<file path="src/rtl/mdu_pkg.sv">
// Shared encodings and constants for the iterative multiply/divide unit.
package mdu_pkg;

    typedef enum logic [1:0] {
        MDU_MULT  = 2'b00,
        MDU_MULTU = 2'b01,
        MDU_DIV   = 2'b10,
        MDU_DIVU  = 2'b11
    } mdu_op_e;

    typedef enum logic [1:0] {
        IDLE = 2'b00,
        RUN  = 2'b01,
        FIX  = 2'b10
    } mdu_state_e;

    localparam int unsigned MDU_ITERS     = 32;
    localparam logic [31:0] DIV0_QUOTIENT = 32'hFFFFFFFF;

    function automatic logic op_is_signed(mdu_op_e op);
        return (op == MDU_MULT) || (op == MDU_DIV);
    endfunction

    function automatic logic op_is_div(mdu_op_e op);
        return (op == MDU_DIV) || (op == MDU_DIVU);
    endfunction

endpackage

</file>
<file path="src/rtl/mul_div_unit_if.sv">
// Register-file side bus of the multiply/divide unit: operands, MTHI/MTLO and HI/LO results.
interface mul_div_unit_if #(
    parameter int unsigned WIDTH = 32
);
    import mdu_pkg::*;

    logic             start;
    mdu_op_e          op;
    logic [WIDTH-1:0] busA;
    logic [WIDTH-1:0] busB;
    logic             hi_we;
    logic             lo_we;
    logic             busy;
    logic             done;
    logic [WIDTH-1:0] hi;
    logic [WIDTH-1:0] lo;

    modport master (
        output start, op, busA, busB, hi_we, lo_we,
        input  busy, done, hi, lo
    );

    modport slave (
        input  start, op, busA, busB, hi_we, lo_we,
        output busy, done, hi, lo
    );

endinterface

</file>
<file path="src/rtl/mdu_step.sv">
// One iteration of the datapath: shift-add for multiply, restoring trial subtract for divide.
module mdu_step #(
    parameter int unsigned WIDTH = 32
) (
    input  logic             is_div,
    input  logic [WIDTH-1:0] acc,
    input  logic [WIDTH-1:0] low,
    input  logic [WIDTH-1:0] opnd,
    output logic [WIDTH-1:0] acc_nxt,
    output logic [WIDTH-1:0] low_nxt
);

    logic [WIDTH:0] sum;
    logic [WIDTH:0] shifted;
    logic           ge;

    always_comb begin
        sum     = {1'b0, acc} + (low[0] ? {1'b0, opnd} : '0);
        shifted = {acc, low[WIDTH-1]};
        ge      = shifted >= {1'b0, opnd};
        if (is_div) begin
            // Partial remainder stays below the divisor, so the difference fits in WIDTH bits.
            acc_nxt = ge ? (shifted[WIDTH-1:0] - opnd) : shifted[WIDTH-1:0];
            low_nxt = {low[WIDTH-2:0], ge};
        end else begin
            acc_nxt = sum[WIDTH:1];
            low_nxt = {sum[0], low[WIDTH-1:1]};
        end
    end

endmodule

</file>
<file path="src/rtl/mul_div_unit.sv">
// Iterative MULT/MULTU/DIV/DIVU unit with HI/LO result registers and MTHI/MTLO writes.
module mul_div_unit
    import mdu_pkg::*;
#(
    parameter int unsigned WIDTH = 32
) (
    input  logic           clk,
    input  logic           rst_n,
    mul_div_unit_if.slave  bus
);

    localparam int unsigned CntW = $clog2(MDU_ITERS);
    localparam logic [CntW-1:0] CntLast = CntW'(MDU_ITERS - 1);

    mdu_state_e       state_q, state_d;
    logic [CntW-1:0]  cnt_q, cnt_d;
    logic             is_div_q, is_div_d;
    logic             qsign_q, qsign_d;
    logic             rsign_q, rsign_d;
    logic             div0_q, div0_d;
    logic [WIDTH-1:0] araw_q, araw_d;
    logic [WIDTH-1:0] acc_q, acc_d;
    logic [WIDTH-1:0] low_q, low_d;
    logic [WIDTH-1:0] opnd_q, opnd_d;
    logic [WIDTH-1:0] hi_q, hi_d;
    logic [WIDTH-1:0] lo_q, lo_d;
    logic             busy_q, busy_d;
    logic             done_q, done_d;

    logic [WIDTH-1:0]   step_acc;
    logic [WIDTH-1:0]   step_low;
    logic               signed_op;
    logic [WIDTH-1:0]   a_mag;
    logic [WIDTH-1:0]   b_mag;
    logic [2*WIDTH-1:0] prod;
    logic [2*WIDTH-1:0] prod_fix;

    mdu_step #(
        .WIDTH (WIDTH)
    ) u_step (
        .is_div  (is_div_q),
        .acc     (acc_q),
        .low     (low_q),
        .opnd    (opnd_q),
        .acc_nxt (step_acc),
        .low_nxt (step_low)
    );

    always_comb begin
        signed_op = op_is_signed(bus.op);
        a_mag     = (signed_op && bus.busA[WIDTH-1]) ? -bus.busA : bus.busA;
        b_mag     = (signed_op && bus.busB[WIDTH-1]) ? -bus.busB : bus.busB;
        prod      = {acc_q, low_q};
        prod_fix  = qsign_q ? -prod : prod;
    end

    always_comb begin
        state_d  = state_q;
        cnt_d    = cnt_q;
        is_div_d = is_div_q;
        qsign_d  = qsign_q;
        rsign_d  = rsign_q;
        div0_d   = div0_q;
        araw_d   = araw_q;
        acc_d    = acc_q;
        low_d    = low_q;
        opnd_d   = opnd_q;
        hi_d     = hi_q;
        lo_d     = lo_q;
        busy_d   = busy_q;
        done_d   = 1'b0;

        unique case (state_q)
            IDLE: begin
                if (bus.start) begin
                    is_div_d = op_is_div(bus.op);
                    qsign_d  = signed_op & (bus.busA[WIDTH-1] ^ bus.busB[WIDTH-1]);
                    rsign_d  = signed_op & bus.busA[WIDTH-1];
                    div0_d   = op_is_div(bus.op) && (bus.busB == '0);
                    araw_d   = bus.busA;
                    acc_d    = '0;
                    // Multiply walks the multiplier (B) through low; divide walks the dividend.
                    low_d    = op_is_div(bus.op) ? a_mag : b_mag;
                    opnd_d   = op_is_div(bus.op) ? b_mag : a_mag;
                    cnt_d    = '0;
                    busy_d   = 1'b1;
                    state_d  = RUN;
                end else begin
                    if (bus.hi_we) hi_d = bus.busA;
                    if (bus.lo_we) lo_d = bus.busA;
                end
            end
            RUN: begin
                acc_d = step_acc;
                low_d = step_low;
                cnt_d = cnt_q + CntW'(1);
                if (cnt_q == CntLast) state_d = FIX;
            end
            FIX: begin
                if (!is_div_q) begin
                    hi_d = prod_fix[2*WIDTH-1:WIDTH];
                    lo_d = prod_fix[WIDTH-1:0];
                end else if (div0_q) begin
                    hi_d = araw_q;
                    lo_d = DIV0_QUOTIENT;
                end else begin
                    hi_d = rsign_q ? -acc_q : acc_q;
                    lo_d = qsign_q ? -low_q : low_q;
                end
                busy_d  = 1'b0;
                done_d  = 1'b1;
                state_d = IDLE;
            end
            default: begin
                busy_d  = 1'b0;
                state_d = IDLE;
            end
        endcase
    end

    always_ff @(posedge clk or negedge rst_n) begin
        if (!rst_n) begin
            state_q  <= IDLE;
            cnt_q    <= '0;
            is_div_q <= 1'b0;
            qsign_q  <= 1'b0;
            rsign_q  <= 1'b0;
            div0_q   <= 1'b0;
            araw_q   <= '0;
            acc_q    <= '0;
            low_q    <= '0;
            opnd_q   <= '0;
            hi_q     <= '0;
            lo_q     <= '0;
            busy_q   <= 1'b0;
            done_q   <= 1'b0;
        end else begin
            state_q  <= state_d;
            cnt_q    <= cnt_d;
            is_div_q <= is_div_d;
            qsign_q  <= qsign_d;
            rsign_q  <= rsign_d;
            div0_q   <= div0_d;
            araw_q   <= araw_d;
            acc_q    <= acc_d;
            low_q    <= low_d;
            opnd_q   <= opnd_d;
            hi_q     <= hi_d;
            lo_q     <= lo_d;
            busy_q   <= busy_d;
            done_q   <= done_d;
        end
    end

    assign bus.busy = busy_q;
    assign bus.done = done_q;
    assign bus.hi   = hi_q;
    assign bus.lo   = lo_q;

endmodule

</file>
<file path="src/flat_wrapper.sv">
// flat-port wrapper written by rule: the top's interface ports become plain ports
module mul_div_unit_flat import mdu_pkg::*;
#(
    parameter int unsigned WIDTH = 32
)
  (clk, rst_n, bus_start, bus_op, bus_busA, bus_busB, bus_hi_we, bus_lo_we, bus_busy, bus_done, bus_hi, bus_lo);
  mul_div_unit_if #(.WIDTH(WIDTH)) bus_i ();
  input  logic clk;
  input  logic rst_n;
  input wire logic [$bits(bus_i.start)-1:0] bus_start;
  input wire logic [$bits(bus_i.op)-1:0] bus_op;
  input wire logic [$bits(bus_i.busA)-1:0] bus_busA;
  input wire logic [$bits(bus_i.busB)-1:0] bus_busB;
  input wire logic [$bits(bus_i.hi_we)-1:0] bus_hi_we;
  input wire logic [$bits(bus_i.lo_we)-1:0] bus_lo_we;
  output wire logic [$bits(bus_i.busy)-1:0] bus_busy;
  output wire logic [$bits(bus_i.done)-1:0] bus_done;
  output wire logic [$bits(bus_i.hi)-1:0] bus_hi;
  output wire logic [$bits(bus_i.lo)-1:0] bus_lo;
  assign bus_i.start = bus_start;
  assign bus_i.op = bus_op;
  assign bus_i.busA = bus_busA;
  assign bus_i.busB = bus_busB;
  assign bus_i.hi_we = bus_hi_we;
  assign bus_i.lo_we = bus_lo_we;
  assign bus_busy = bus_i.busy;
  assign bus_done = bus_i.done;
  assign bus_hi = bus_i.hi;
  assign bus_lo = bus_i.lo;
  mul_div_unit #(.WIDTH(WIDTH)) u_core (.clk(clk), .rst_n(rst_n), .bus(bus_i));
endmodule
</file>
<file path="config.mk">
export PLATFORM = sky130hd
export DESIGN_NAME = mul_div_unit_flat
export DESIGN_NICKNAME = d
export VERILOG_FILES = /design/src/rtl/mdu_pkg.sv /design/src/rtl/mul_div_unit_if.sv /design/src/rtl/mdu_step.sv /design/src/rtl/mul_div_unit.sv /design/src/flat_wrapper.sv
export SDC_FILE = /design/constraint.sdc
export NUM_CORES = 1
export LEC_CHECK = 0
export ABC_AREA = 1
export BUFFER_PORTS_ARGS = -buffer_cell sky130_fd_sc_hd__buf_4
export CORE_ASPECT_RATIO = 1.5
export CORE_UTILIZATION = 67
export DETAILED_ROUTE_END_ITERATION = 16
export PLACE_DENSITY_LB_ADDON = 0.08
export REMOVE_ABC_BUFFERS = 1
export SYNTH_ARGS = -nofsm -noshare
export SYNTH_HDL_FRONTEND = slang
export SYNTH_SLANG_ARGS = --single-unit
</file>
<file path="constraint.sdc">
create_clock -name clk -period 7.5 [get_ports clk]
set_clock_uncertainty 0.2 [all_clocks]
set_input_delay 1.125 -clock clk [delete_from_list [all_inputs] [get_ports clk]]
set_output_delay 1.125 -clock clk [all_outputs]
set_load 0.1 [all_outputs]
</file>
==> reports/results.tsv, run 1 <==
stage	metric	value	unit
clocking	PostCTS Resize Cnt	0	
floorplanning	Boundary Pins	137	
floorplanning	Initial Utilization	68.6	%
global_routing	first-pass GRT wire length	157	mm
placement	# port buffers	136	
logic_synthesis	post-synthesis sequential area ratio	25.3	%
clocking	H-tree depth	1	
floorplanning	num rows	77	
global_routing	vias in the first global route	26200	
logic_synthesis	Synth Flop Type	dfrtp_1	
status	Failed at	global routing	
logic_synthesis	Cell Area, Synth	0.0203	mm²
placement	Post-Place Cell Area	0.0214	mm²
placement	Placer Congestion	1.34	
logic_synthesis	Syn. warnings	0	
logic_synthesis	ys async rst share	100	%
logic_synthesis	Syn Area/Cell	5.92	µm²
global_routing	GRT Residual Overflow	14	
clocking	Post-CTS Repair Setup Buffers	0	
placement	DPL Wire Length	66.2	mm
global_routing	gr usage total	68.1	%
logic_synthesis	Mapped Cells	3427	
placement	dpl cells	3847	
floorplanning	Die Ht	215	µm
clocking	TritonCTS Buffers	22	
status	Err	[ERROR GRT-0116] Global routing finished with congestion. Check the congestion regions in the DRC Viewer.	
logic_synthesis	synthesized flop and latch total	205	
clocking	clock sinks	205	
clocking	Root Driver	clkbuf_16	
logic_synthesis	Netlist cell types	53	
logic_synthesis	number of flops mapped to enable cells by yosys	0	
clocking	# hold bufs at CTS	0	
floorplanning	Die X	144	µm
status	status	did not finish	
clocking	CTS max path bufs	3	
global_routing	pin count of the biggest net entering global routing	114	
==> cell usage after synthesis, types with 7 or more instances <==
master | instances | area share [%]
xor2_1 | 59 | 2.5
o21bai_1 | 8 | 0.30
o21a_1 | 8 | 0.30
o21ai_1 | 16 | 0.39
nand2_1 | 1109 | 21
nand3_1 | 298 | 7.4
inv_2 | 7 | 0.13
a22oi_1 | 15 | 0.56
inv_1 | 437 | 8.1
nor2_1 | 356 | 6.6
dfrtp_1 | 205 | 25
xnor2_1 | 18 | 0.78
o221ai_1 | 10 | 0.43
ha_1 | 70 | 4.3
buf_2 | 22 | 0.54
o211ai_1 | 58 | 2.1
clkbuf_1 | 94 | 1.7
nand3b_1 | 21 | 0.78
nor3_1 | 25 | 0.62
nor2_4 | 9 | 0.50
nand4_1 | 59 | 1.8
a21boi_0 | 11 | 0.41
a21oi_1 | 187 | 4.6
o21ai_0 | 238 | 5.9
nor2_2 | 14 | 0.43
==> cells by family after synthesis <==
family | count (synthesis) | synth area share [%]
buffers and inverters | 576 | 11.0
adder cells (fa/ha/maj) | 72 | 4.52
AND/OR/NAND/NOR | 1915 | 39.6
AO/OA/AOI/OAI | 582 | 16.2
XOR/XNOR | 77 | 3.33
flip-flops | 205 | 25.3
==> through the flow <==
step                      utilization [%]  worst slack, ns  hold slack [ns]
after detailed placement             72.3             3.71            0.269
after CTS                            74.7             3.89            0.287
after global placement               72.3             3.77            0.265
after floorplan                         -             2.21            0.248
==> routing by layer <==
layer  GRT usage (%)  overflow
met1            71.1         0
met3            50.9         0
met5            20.9         1
met2            84.2         4
met4            62.7         9
==> inputs of run 2 (changes only) <==
CORE_ASPECT_RATIO = default   (was 1.5)
CORE_UTILIZATION = 40   (was 67)
PLACE_DENSITY_LB_ADDON = 0.15   (was 0.08)
==> reports/results.tsv, run 2 <==
stage	metric	value	unit	change
global_routing	initial antenna violation count	5		
clocking	Worst-Skew Late Latency	0.57	ns	
setup_path	Crit path top cell by count	nand2_1		
timing	worst relative slew slack	37.1	%	
finish	most frequent cells in the layout	nand2_1, inv_1, nor2_1, nand3_1, o21ai_0		
routing	DR vias	23700		
clocking	TritonCTS clock tree	yes		
finish	fin cells	4173		
timing	FMAX	261	MHz	
routing	drt total wl	96.3	mm	
routing	DRT Pass-1 Iters	8		
logic_synthesis	synthesized flop and latch total	205		unchanged
logic_synthesis	post-synth top area cell	dfrtp_1		
logic_synthesis	top cell type's share of synthesized area	25.3	%	unchanged
clocking	Post-CTS Repair Setup Buffers	0		unchanged
min_path	Worst Hold Class	reg -> reg		
clocking	Clock transition at path regs	0.06	ns	
routing	highest metal used	met5		
clocking	TritonCTS Buffers	25		+14%
routing	met3 WL post-DR	9.14	mm	
logic_synthesis	number of flops mapped to enable cells by yosys	0		unchanged
clocking	# hold bufs at CTS	0		unchanged
timing	min cycle time layout	3.83	ns	
routing	Vias/cell	5.68		
setup_path	crit-path max cell delay	0.47	ns	
global_routing	GRT Residual Overflow	0		
finish	synthesis-to-finish area growth	11.5	%	
global_routing	first-pass GRT wire length	142	mm	
placement	# port buffers	136		unchanged
timing	setup tns final	0	ns	
finish	commonest non-fill, non-tap cell in the layout	nand2_1		
finish	fin util	45.2	%	
finish	share of cells above drive strength 1	7.29	%	
clocking	PostCTS Resize Cnt	0		unchanged
logic_synthesis	synth cell count leaders	nand2_1, inv_1, nor2_1		
routing	Initial DRC Count	2843		
placement	DPL Wire Length	76.3	mm	+15%
timing	worst-margin pin slew	0.944	ns	
placement	Placer Congestion	1.10		-18%
logic_synthesis	Netlist cell types	53		unchanged
placement	Post-Place Cell Area	0.0218	mm²	+1.7%
setup_path	buffer and inverter count on the worst path	4		
clocking	CTS max path bufs	3		unchanged
setup_path	CP endpoint kind	register		
setup_path	CP top delay family	simple AND/OR/NAND/NOR gates		
routing	Avg WL per Cell	23.1	µm	
logic_synthesis	post-synthesis sequential area ratio	25.3	%	unchanged
status	status	finished clean		
floorplanning	num rows	82		+6.5%
setup_path	CP max FO	32		
logic_synthesis	top post-synthesis cells by area	dfrtp_1, nand2_1, inv_1		
floorplanning	Initial Utilization	40.5	%	-28 points
routing	met2 WL	42.3	mm	
finish	Nets	3625		
timing	crit share post-route	51.0	%	
setup_path	Critical Path RT	7.73	ns	
clocking	clock sinks	205		unchanged
floorplanning	Die ar.	0.0516	mm²	
logic_synthesis	Syn Area/Cell	5.92	µm²	unchanged
floorplanning	core footprint	0.0501	mm²	
routing	Post-DRT Antenna Nets	0		
setup_path	critical path launch point type	register		
routing	# DRC	0		
finish	design area	0.0226	mm²	
global_routing	pin count of the biggest net entering global routing	103		
setup_path	Arrival @ worst endpoint	4.05	ns	
logic_synthesis	Synth Flop Type	dfrtp_1		
timing	RSZ-0062 raised after global routing	false		
global_routing	vias in the first global route	22300		
setup_path	CP Class	reg -> reg		
floorplanning	Boundary Pins	137		unchanged
timing	Hold Vio Cnt, Final	0		
timing	# setup viols final	0		
setup_path	ordered list of cells on the worst path	buf_4 -> nand2_1 -> inv_1 -> ha_1 -> inv_1 -> fa_1 -> o21ai_2 -> nand2_1 -> nand3_1 -> nand2_1 -> nand3_1 -> nand2_1 -> o21ai_0 -> inv_1 -> nand3_1 -> nand2_1		
logic_synthesis	ys async rst share	100	%	unchanged
logic_synthesis	Mapped Cells	3427		unchanged
logic_synthesis	top-count cell post-synth	nand2_1		
logic_synthesis	Cell Area, Synth	0.0203	mm²	unchanged
floorplanning	Die Ht	227	µm	+5.6%
setup_path	CP max-delay cell	fa_1		
clocking	Root Driver	clkbuf_16		
routing	wire length on met1	38.9	mm	
clocking	H-tree depth	1		unchanged
timing	Slew Viols, Final	0		
global_routing	gr usage total	37.1	%	
logic_synthesis	Syn. warnings	0		unchanged
floorplanning	Die X	227	µm	+58%
job	max-capacitance violation count	0		
placement	dpl cells	4127		+7.3%
[run 2: layout make-up]
type,count,area [µm²]
antenna,1,2.50
clock buffer,33,676
clock inverter,12,166
fill,5549,27500
inverter,447,1680
multi-input combinational,2646,12900
sequential,205,5130
tap,672,841
timing repair buffer,157,1190
[run 2: metal layers]
metal,vias to the layer above,GRT usage (%)
met3,281,7.60
met1,11000,48.1
met5,-,0
met2,1275,57.9
li1,11200,-
met4,4,19.8
[run 2: path summary, 6_finish.rpt]
path	from	endpoint	slack [ns]	cells past startpoint
worst min-delay path	u_core.bus.hi[24]$_DFFE_PN0P_	u_core.bus.hi[24]$_DFFE_PN0P_	0.28	2
worst max register to register	u_core.low_q[0]$_DFFE_PN0P_	u_core.acc_q[15]$_DFFE_PN0P_	3.67	16
min in group asynchronous	rst_n	u_core.araw_q[15]$_DFFE_PN0P_	0.41	1
worst max-delay path	u_core.low_q[0]$_DFFE_PN0P_	u_core.acc_q[15]$_DFFE_PN0P_	3.67	16
max in group asynchronous	rst_n	u_core.opnd_q[19]$_DFFE_PN0P_	5.25	2
worst min register to register	u_core.bus.hi[24]$_DFFE_PN0P_	u_core.bus.hi[24]$_DFFE_PN0P_	0.28	2
[run 2: cell families after synthesis]
family	synth area share (%)
xor gates and xnor gates	3.33
AOI/OAI and AO/OA	16.2
adders and majority gates	4.52
buffers and inverters	11.0
and+or+nand+nor	39.6
DFF	25.3
[run 2: tightest hold or removal path: stages (launching register included)]
cell,delay (ns)
dfrtp_1,0.34
nand2_1,0.06
nand2_1,0.05
[run 2: per-stage QoR]
| stage | hold slack, ns | worst slack [ns] |
|---|---|---|
| 2_1_floorplan | 0.248 | 2.21 |
| 4_1_cts | 0.288 | 3.89 |
| 5_1_grt | 0.310 | 3.55 |
| 3_5_place_dp | 0.272 | 3.45 |
| 6_report | 0.281 | 3.67 |
| 3_3_place_gp | 0.262 | 3.52 |
Power of run 2 is not shown: default switching activity piles up to over one toggle a cycle in this logic, so the estimate is an artifact.
